<file path="src/rtl/spectrum_event_counter_pkg.sv">
// Shared defaults and FSM state type for the spectrogram acquisition front end.
package spectro_pkg;

  localparam int DEFAULT_N_CH   = 14;
  localparam int DEFAULT_CNT_W  = 4;
  localparam int DEFAULT_THRESH = 8;
  localparam int DEFAULT_SLOT_W = 8;

  typedef enum logic {
    ST_ALIGN,
    ST_COUNT
  } state_t;

endpackage

</file>
<file path="src/rtl/sync_rise_detector.sv">
// Two-flop synchronizer for one asynchronous line, plus a delay flop that
// turns each low-to-high transition into a single-cycle rise pulse.
module sync_rise_detector (
  input  logic clk,
  input  logic srst,
  input  logic async_in,
  output logic rise
);

  logic meta_reg;
  logic sync_reg;
  logic delay_reg;

  always_ff @(posedge clk) begin
    if (srst) begin
      meta_reg  <= 1'b0;
      sync_reg  <= 1'b0;
      delay_reg <= 1'b0;
    end else begin
      meta_reg  <= async_in;
      sync_reg  <= meta_reg;
      delay_reg <= sync_reg;
    end
  end

  assign rise = sync_reg & ~delay_reg;

endmodule

</file>
<file path="src/rtl/spectrum_event_counter.sv">
// Counts filterbank event rises per channel over each RTC window and offers
// one count frame per window through a single-entry valid/ready buffer.
module spectrum_event_counter
  import spectro_pkg::*;
#(
  parameter int N_CH   = DEFAULT_N_CH,
  parameter int CNT_W  = DEFAULT_CNT_W,
  parameter int THRESH = DEFAULT_THRESH,
  parameter int SLOT_W = DEFAULT_SLOT_W
) (
  input  logic                    input_acquisition_clk,
  input  logic                    reset,
  input  logic [6:0]              ch1,
  input  logic [6:0]              ch2,
  input  logic                    RTC_clk,
  input  logic                    frame_ready,
  output logic                    frame_valid,
  output logic [N_CH*CNT_W-1:0]   frame_counts,
  output logic [SLOT_W-1:0]       frame_slot,
  output logic                    signal_detected,
  output logic                    overrun
);

  localparam logic [CNT_W-1:0] CNT_MAX = '1;

  logic [N_CH-1:0]        ch_all;
  logic [N_CH-1:0]        ch_rise;
  logic [N_CH-1:0]        hit;
  logic [N_CH*CNT_W-1:0]  cnt_snapshot;
  logic                   rtc_rise;
  logic                   window_end;
  logic                   load_frame;
  state_t                 state_reg;
  state_t                 state_next;

  logic                   frame_valid_reg;
  logic [N_CH*CNT_W-1:0]  frame_counts_reg;
  logic [SLOT_W-1:0]      frame_slot_reg;
  logic                   signal_detected_reg;
  logic                   overrun_reg;
  logic [SLOT_W-1:0]      slot_cnt_reg;

  assign ch_all = {ch2, ch1};

  sync_rise_detector u_rtc_sync (
    .clk      (input_acquisition_clk),
    .srst     (reset),
    .async_in (RTC_clk),
    .rise     (rtc_rise)
  );

  // Per-channel synchronizer and saturating counter; the snapshot includes a
  // rise arriving on the window-end cycle so it lands in the closing frame.
  generate
    for (genvar gi = 0; gi < N_CH; gi++) begin : g_ch
      logic [CNT_W-1:0] cnt_reg;
      logic [CNT_W-1:0] cnt_plus;

      sync_rise_detector u_sync (
        .clk      (input_acquisition_clk),
        .srst     (reset),
        .async_in (ch_all[gi]),
        .rise     (ch_rise[gi])
      );

      assign cnt_plus = (ch_rise[gi] && (cnt_reg != CNT_MAX)) ? cnt_reg + CNT_W'(1) : cnt_reg;
      assign cnt_snapshot[gi*CNT_W +: CNT_W] = cnt_plus;
      assign hit[gi] = (int'(cnt_plus) >= THRESH);

      always_ff @(posedge input_acquisition_clk) begin
        if (reset || (state_reg != ST_COUNT) || window_end) begin
          cnt_reg <= '0;
        end else begin
          cnt_reg <= cnt_plus;
        end
      end
    end
  endgenerate

  always_ff @(posedge input_acquisition_clk) begin
    if (reset) begin
      state_reg <= ST_ALIGN;
    end else begin
      state_reg <= state_next;
    end
  end

  // ALIGN waits for the first RTC tick so the first frame spans a full window.
  always_comb begin
    state_next = state_reg;
    window_end = 1'b0;
    case (state_reg)
      ST_ALIGN: if (rtc_rise) state_next = ST_COUNT;
      ST_COUNT: window_end = rtc_rise;
      default:  state_next = ST_ALIGN;
    endcase
  end

  assign load_frame = window_end && (!frame_valid_reg || frame_ready);

  always_ff @(posedge input_acquisition_clk) begin
    if (reset) begin
      frame_valid_reg     <= 1'b0;
      frame_counts_reg    <= '0;
      frame_slot_reg      <= '0;
      signal_detected_reg <= 1'b0;
      overrun_reg         <= 1'b0;
      slot_cnt_reg        <= '0;
    end else begin
      if (load_frame) begin
        frame_valid_reg     <= 1'b1;
        frame_counts_reg    <= cnt_snapshot;
        frame_slot_reg      <= slot_cnt_reg;
        signal_detected_reg <= |hit;
      end else if (frame_valid_reg && frame_ready) begin
        frame_valid_reg <= 1'b0;
      end
      if (window_end && !load_frame) begin
        overrun_reg <= 1'b1;
      end
      if (window_end) begin
        slot_cnt_reg <= slot_cnt_reg + SLOT_W'(1);
      end
    end
  end

  assign frame_valid     = frame_valid_reg;
  assign frame_counts    = frame_counts_reg;
  assign frame_slot      = frame_slot_reg;
  assign signal_detected = signal_detected_reg;
  assign overrun         = overrun_reg;

endmodule
</file>
<file path="config.mk">
export PLATFORM = sky130hd
export DESIGN_NAME = spectrum_event_counter
export DESIGN_NICKNAME = d
export VERILOG_FILES = /design/src/rtl/spectrum_event_counter_pkg.sv /design/src/rtl/sync_rise_detector.sv /design/src/rtl/spectrum_event_counter.sv
export SDC_FILE = /design/constraint.sdc
export NUM_CORES = 1
export LEC_CHECK = 0
export CORE_UTILIZATION = 30
export DETAILED_ROUTE_END_ITERATION = 6
export HOLD_SLACK_MARGIN = 0.1
export PLACE_DENSITY = 0.51
export SLEW_MARGIN = 20
export SYNTH_ARGS = -nofsm -noshare
export SYNTH_HDL_FRONTEND = slang
export SYNTH_SLANG_ARGS = --single-unit
</file>
<file path="constraint.sdc">
create_clock -name input_acquisition_clk -period 2.4 [get_ports input_acquisition_clk]
set_input_delay 0.48 -clock input_acquisition_clk [delete_from_list [all_inputs] [get_ports input_acquisition_clk]]
set_output_delay 0.48 -clock input_acquisition_clk [all_outputs]
set_load 0.05 [all_outputs]
</file>
Yosys cells after proc, flatten, opt, wreduce, memory -nomap -nowiden
Index checks and enable logic that the tools add are counted.
{ "word_totals": {"register_bits": 177, "ram_bits": 0, "mem_count": 0, "inputBits": 18, "output_inout_bits": 67, "romBits": 0, "word_cells": 183, "latch_bits": 0} }
{ "op_classes": {"n_mul": 0, "mux": 19, "bitwise": 31, "addsub": 15, "n_eq_ne": 14, "n_lt_le_gt_ge": 14, "div_mod_pow": 0, "shift": 0, "n_reduce_logical": 24} }
{ "op_table": {"columns": ["op", "count"], "rows": [
  ["4-bit by 1-bit adder with 4-bit output (second input constant)", 14],
  ["4-bit >= comparator (second input constant)", 14],
  ["4-bit two-way mux", 14],
  ["4-bit inequality test (second input constant)", 14],
  ["1-bit logical AND", 17],
  ["1-bit inverter", 16],
  ["1-bit bitwise AND", 15],
  ["14-bit OR reduction", 1],
  ["8-bit by 1-bit adder with 8-bit output (second input constant)", 1],
  ["1-bit two-way mux", 5],
  ["1-bit logical OR", 3],
  ["1-bit logical NOT", 2],
  ["2-bit nonzero test", 1]
]} }

Longest topological paths before layout
{ "logic_depth": {"depth_word": 6, "depth_mapped": 7, "depth_no_buf": 6} }

Hierarchy
Synthesis repeated with hierarchy kept, for this count alone.
{ "unflattened": {"cells_unflattened": 675, "area_unflattened_um2": 6437.4} }
{ "modules_own_cells": {"columns": ["mod", "cells_per_inst", "area_per_inst_um2", "seq_area_each_um2", "instances"], "rows": [
  ["spectrum_event_counter", 570, 5123.7, 2642.5, 1],
  ["sync_rise_detector", 7, 87.6, 60.1, 15]
]} }

Least setup slack after synthesis
Ideal clock, no wire load.
{ "synth_path": {"path_type": "input port to flip-flop", "startpoint": "input port g_ch[13].cnt_reg[0]", "endpoint": "register signal_detected_reg, in the netlist signal_detected", "setup_time_ps": 132, "stages": 6, "required_ps": 2268, "arrival_time_ps": 1351, "n_path_buf": 0, "setup_slack_ps": 917, "cell_sequence": "dfxtp_1 ha_1 o41ai_1 o211ai_1 nor4b_1 a31oi_1"} }
{ "synth_between": {"elab_chain_cells": 5, "word_cells_on_any_way": 6, "classes_between": "add/sub: 1; order compare: 1; eq/ne: 1; mux: 1; reduce/logical: 2"} }
{ "synth_rtl": {"columns": ["item", "line_no", "source"], "rows": [
  ["start, declared", "spectrum_event_counter.sv:56", "logic [CNT_W-1:0] cnt_reg;"],
  ["parallel branches: the longest is 2 deep, another holds 4-bit by 1-bit adder with 4-bit output", null, null],
  ["4-bit two-way mux (*)", "spectrum_event_counter.sv:66", "assign cnt_plus = (ch_rise[gi] && (cnt_reg != CNT_MAX)) ? cnt_reg + CNT_W'(1) : cnt_reg;"],
  ["4-bit >= comparator (*)", "spectrum_event_counter.sv:68", "assign hit[gi] = (int'(cnt_plus) >= THRESH);"],
  ["14-bit OR reduction (*)", "spectrum_event_counter.sv:114", "signal_detected_reg <= |hit;"],
  ["end signal, assigned", "spectrum_event_counter.sv:114", null],
  ["end, declared", "spectrum_event_counter.sv:39", "logic signal_detected_reg;"]
]} }
Mark *: on every way between the ends.
A chain may end at the register's enable or synchronous reset.

Worst setup path in the final report
{ "layout_path": {"startpoint": "input port frame_counts[40]", "endpoint": "output port frame_counts[40]"} }
{ "layout_lines": {"columns": ["item", "line_no", "source"], "rows": [
  ["start, declared", "spectrum_event_counter.sv:18", "output logic [N_CH*CNT_W-1:0] frame_counts,"]
]} }
No word-level cell between the ends.

==> metrics.md <==
| Metric | Value |
|---|---|
| Dominant synthesized flop cell | dfxtp_1 |
| Mapped Cells | about 690 |
| Htree depth | 4 |
| Seq/Total Area, Yosys | a little over half |
| CP Data Arrival Time | around 1.7 ns |
| Final setup TNS | 0 ns |
| Fmax | about 470 MHz |
| Post-synthesis register bit count | approximately 180 |
| CTS Buf Count | 17 |
| Total iterations of the first detailed-routing run | 5 |
| Worst-path clk slew | approximately 0.060 ns |
| Worst EP required | roughly 1.9 ns |
| Final WL | 14700 µm |
| CP Launch Type | flop |
| Initial antenna violation count | 0 |
| Setup Crit Path Kind | reg2out |
| Vias | around 5000 |
| Critical Path End Type | primary output |
| Ports | 85 |
| Max-Cap Viols | 0 |
| Largest net degree at the start of global routing | 96 |
| GP Congestion | about 0.76 |
| Total power | around 6000 µW |
| Final hold vios | 0 |
| Die height | about 150 µm |
| Final ANT Viol Nets | 0 |
| First-pass GRT wire length | ~24000 µm |
| Post-CTS sizing | 0 |
| Area Overhead vs Synth | 26.3% |
| CP peak stage delay | roughly 0.84 ns |
| Setup Buffers After CTS | 0 |
| Share of layout cells above drive strength 1 | about 6.4% |
| Worst-margin pin slew | 0.592 ns |
| Post-synth top area share | between 50 and 60% |
| Final HPWL DP | roughly 10000 µm |
| Synthesized area | 6580 µm² |
| PortBufs | 84 |
| DIE AREA | 22500 µm² |
| Dpl cells | between 1000 and 1500 |
| Die X | between 150 and 200 µm |
| Worst-path cell chain | clkdlybuf4s50_1 |
| Total nets after synthesis | slightly above 700 |
| Share of synthesized registers carrying an async set or reset | 0% |
| Pwr per Cell Area | between 700 and 800 nW/µm² |
| Design Area, Final | 8300 µm² |
| Remaining Overflow, GRT | 0 |
| Pins Over Slew Limit | 0 |
| Sink Count | about 180 |
| Cell Rows | between 50 and 60 |
| CP top delay family | buffers and inverters |
| Leakage power | about 0.0031 µW |
| Clk_skew | about 0.0068 ns |
| Setup Viol. Count Final | 0 |
| Outcome | complete, no violations |
| Tcrit/Tclk final | slightly below 90% |
| Fin cells | about 1100 |
| Placed instance area | between 7000 and 8000 µm² |
| Slowest CP cell | clkdlybuf4s50_1 |
| Top cell type by total area after synthesis | dfxtp_1 |
| Avg WL per Cell | between 10 and 15 µm |
| Relative slew slack | between 50 and 60% |
| Vias per inst | between 4 and 5 |
| Worst hold slack | between 0.4 and 0.5 ns |
| RSZ-0062 raised after global routing | no |
| Unique masters post-synth | 45 |
| Crit-path max FO | 2 |
| Min cycle time layout | 2.15 ns |
| Max VDD drop | about 0.47 mV |
| Yosys warns | 0 |
| Critical path buffers and inverters | 1 |
| CTS Root Cell | clkbuf_16 |
| Initial core utilization | between 30% and 40% |
| 1st-iter DRT viols | between 200 and 250 |
| Clock Tree Buf Depth | 2 |
| DRC | 0 |
| Ant diodes | 0 |
| Final net count | between 700 and 800 |
| CORE AREA | about 21000 µm² |
| Number of global-route vias before repair | just under 5000 |
| Synth area leaders | dfxtp_1 54%, nor2_1 6.6%, nor2b_1 5.9%, mux2i_1 4.4%, a211oi_1 3.7% |
| CTS tree | yes |
| Post-synthesis average cell area | ~9.6 µm² |
| Worst Hold Class | in2reg |
| Post-cts hold buffer count | 0 |
| Clock latency on the worst-skew pair | about 0.43 ns |
| Post-synth EDFFs | 0 |
| Overall routing resource usage | between 10 and 15% |
## stage by stage
stage | worst slack, ns | util [%]
2_1_floorplan | 0.917 | -
3_3_place_gp | 0.416 | 36.4
3_5_place_dp | 0.370 | 36.4
4_1_cts | 0.208 | 39.0
5_1_grt | 0.188 | 39.0
6_report | 0.255 | 39.0
## final timing paths
path	start	end	slack, ns	cells past startpoint
min	reset	u_rtc_sync.delay_reg$_SDFF_PP0_	0.43	2
min reg2reg	g_ch[11].u_sync.meta_reg$_SDFF_PP0_	g_ch[11].u_sync.sync_reg$_SDFF_PP0_	0.44	1
max reg2reg	g_ch[13].cnt_reg[0]$_SDFF_PP0_	signal_detected$_SDFFE_PP0P_	0.33	5
max	frame_counts[40]$_SDFFE_PP0P_	frame_counts[40]	0.25	1
## logic make-up after synthesis
kind of cell	share of synthesized area (%)
AOI/OAI and AO/OA	8.54
xor gates and xnor gates	3.33
adders and majority gates	2.85
buffers and inverters	2.19
DFF	53.9
muxes	4.41
and+or+nand+nor	24.8
## synth_stat cells, types with 12 or more instances
cell type	instances
clkbuf_1	19
ha_1	15
a211oi_1	32
xor2_1	20
nor2b_1	62
a21oi_1	30
nand3b_1	12
nor2_1	116
nand2_1	45
dfxtp_1	177
nand3_1	20
mux2i_1	29
nand2b_1	18
## metal layers
metal | track usage [%] | share of wire [%] | vias to the layer above | routed length [µm]
met2 | 21.6 | 45 | 84 | 6600
met5 | 0 | 0 | - | 0
met4 | 6.62 | 1.5 | 0 | 216
met3 | 2.96 | 4.7 | 16 | 683
met1 | 18.5 | 49 | 2284 | 7180
li1 | - | - | 2473 | -
## cell usage in the layout (no fill, tap or decap), types with 7 or more instances in the layout
cell type	instances
nand3b_1	12
xor2_1	20
nand2b_1	18
clkdlybuf4s50_1	83
dfxtp_1	177
mux2i_1	29
nor3_1	7
nor2_1	116
nand3_1	20
nor2b_1	62
ha_1	15
a211oi_1	32
a21oi_1	30
clkbuf_16	17
and3_1	9
nand2_1	44
## power by group
group	internal, µW	switching [µW]	total [µW]
Clock	1520	1130	2650
Combinational	85.9	120	206
Sequential	2980	18.8	3000
## area by class of cell
cell class | instances | area [µm²]
Tap cell | 275 | 344
Sequential cell | 177 | 3540
Fill cell | 2088 | 13000
Clock buffer | 25 | 485
Multi-Input combinational cell | 474 | 2900
Clock inverter | 7 | 77.6
Inverter | 2 | 7.51
Timing Repair Buffer | 92 | 948
No activity file was read; power rests on OpenSTA's default activity.
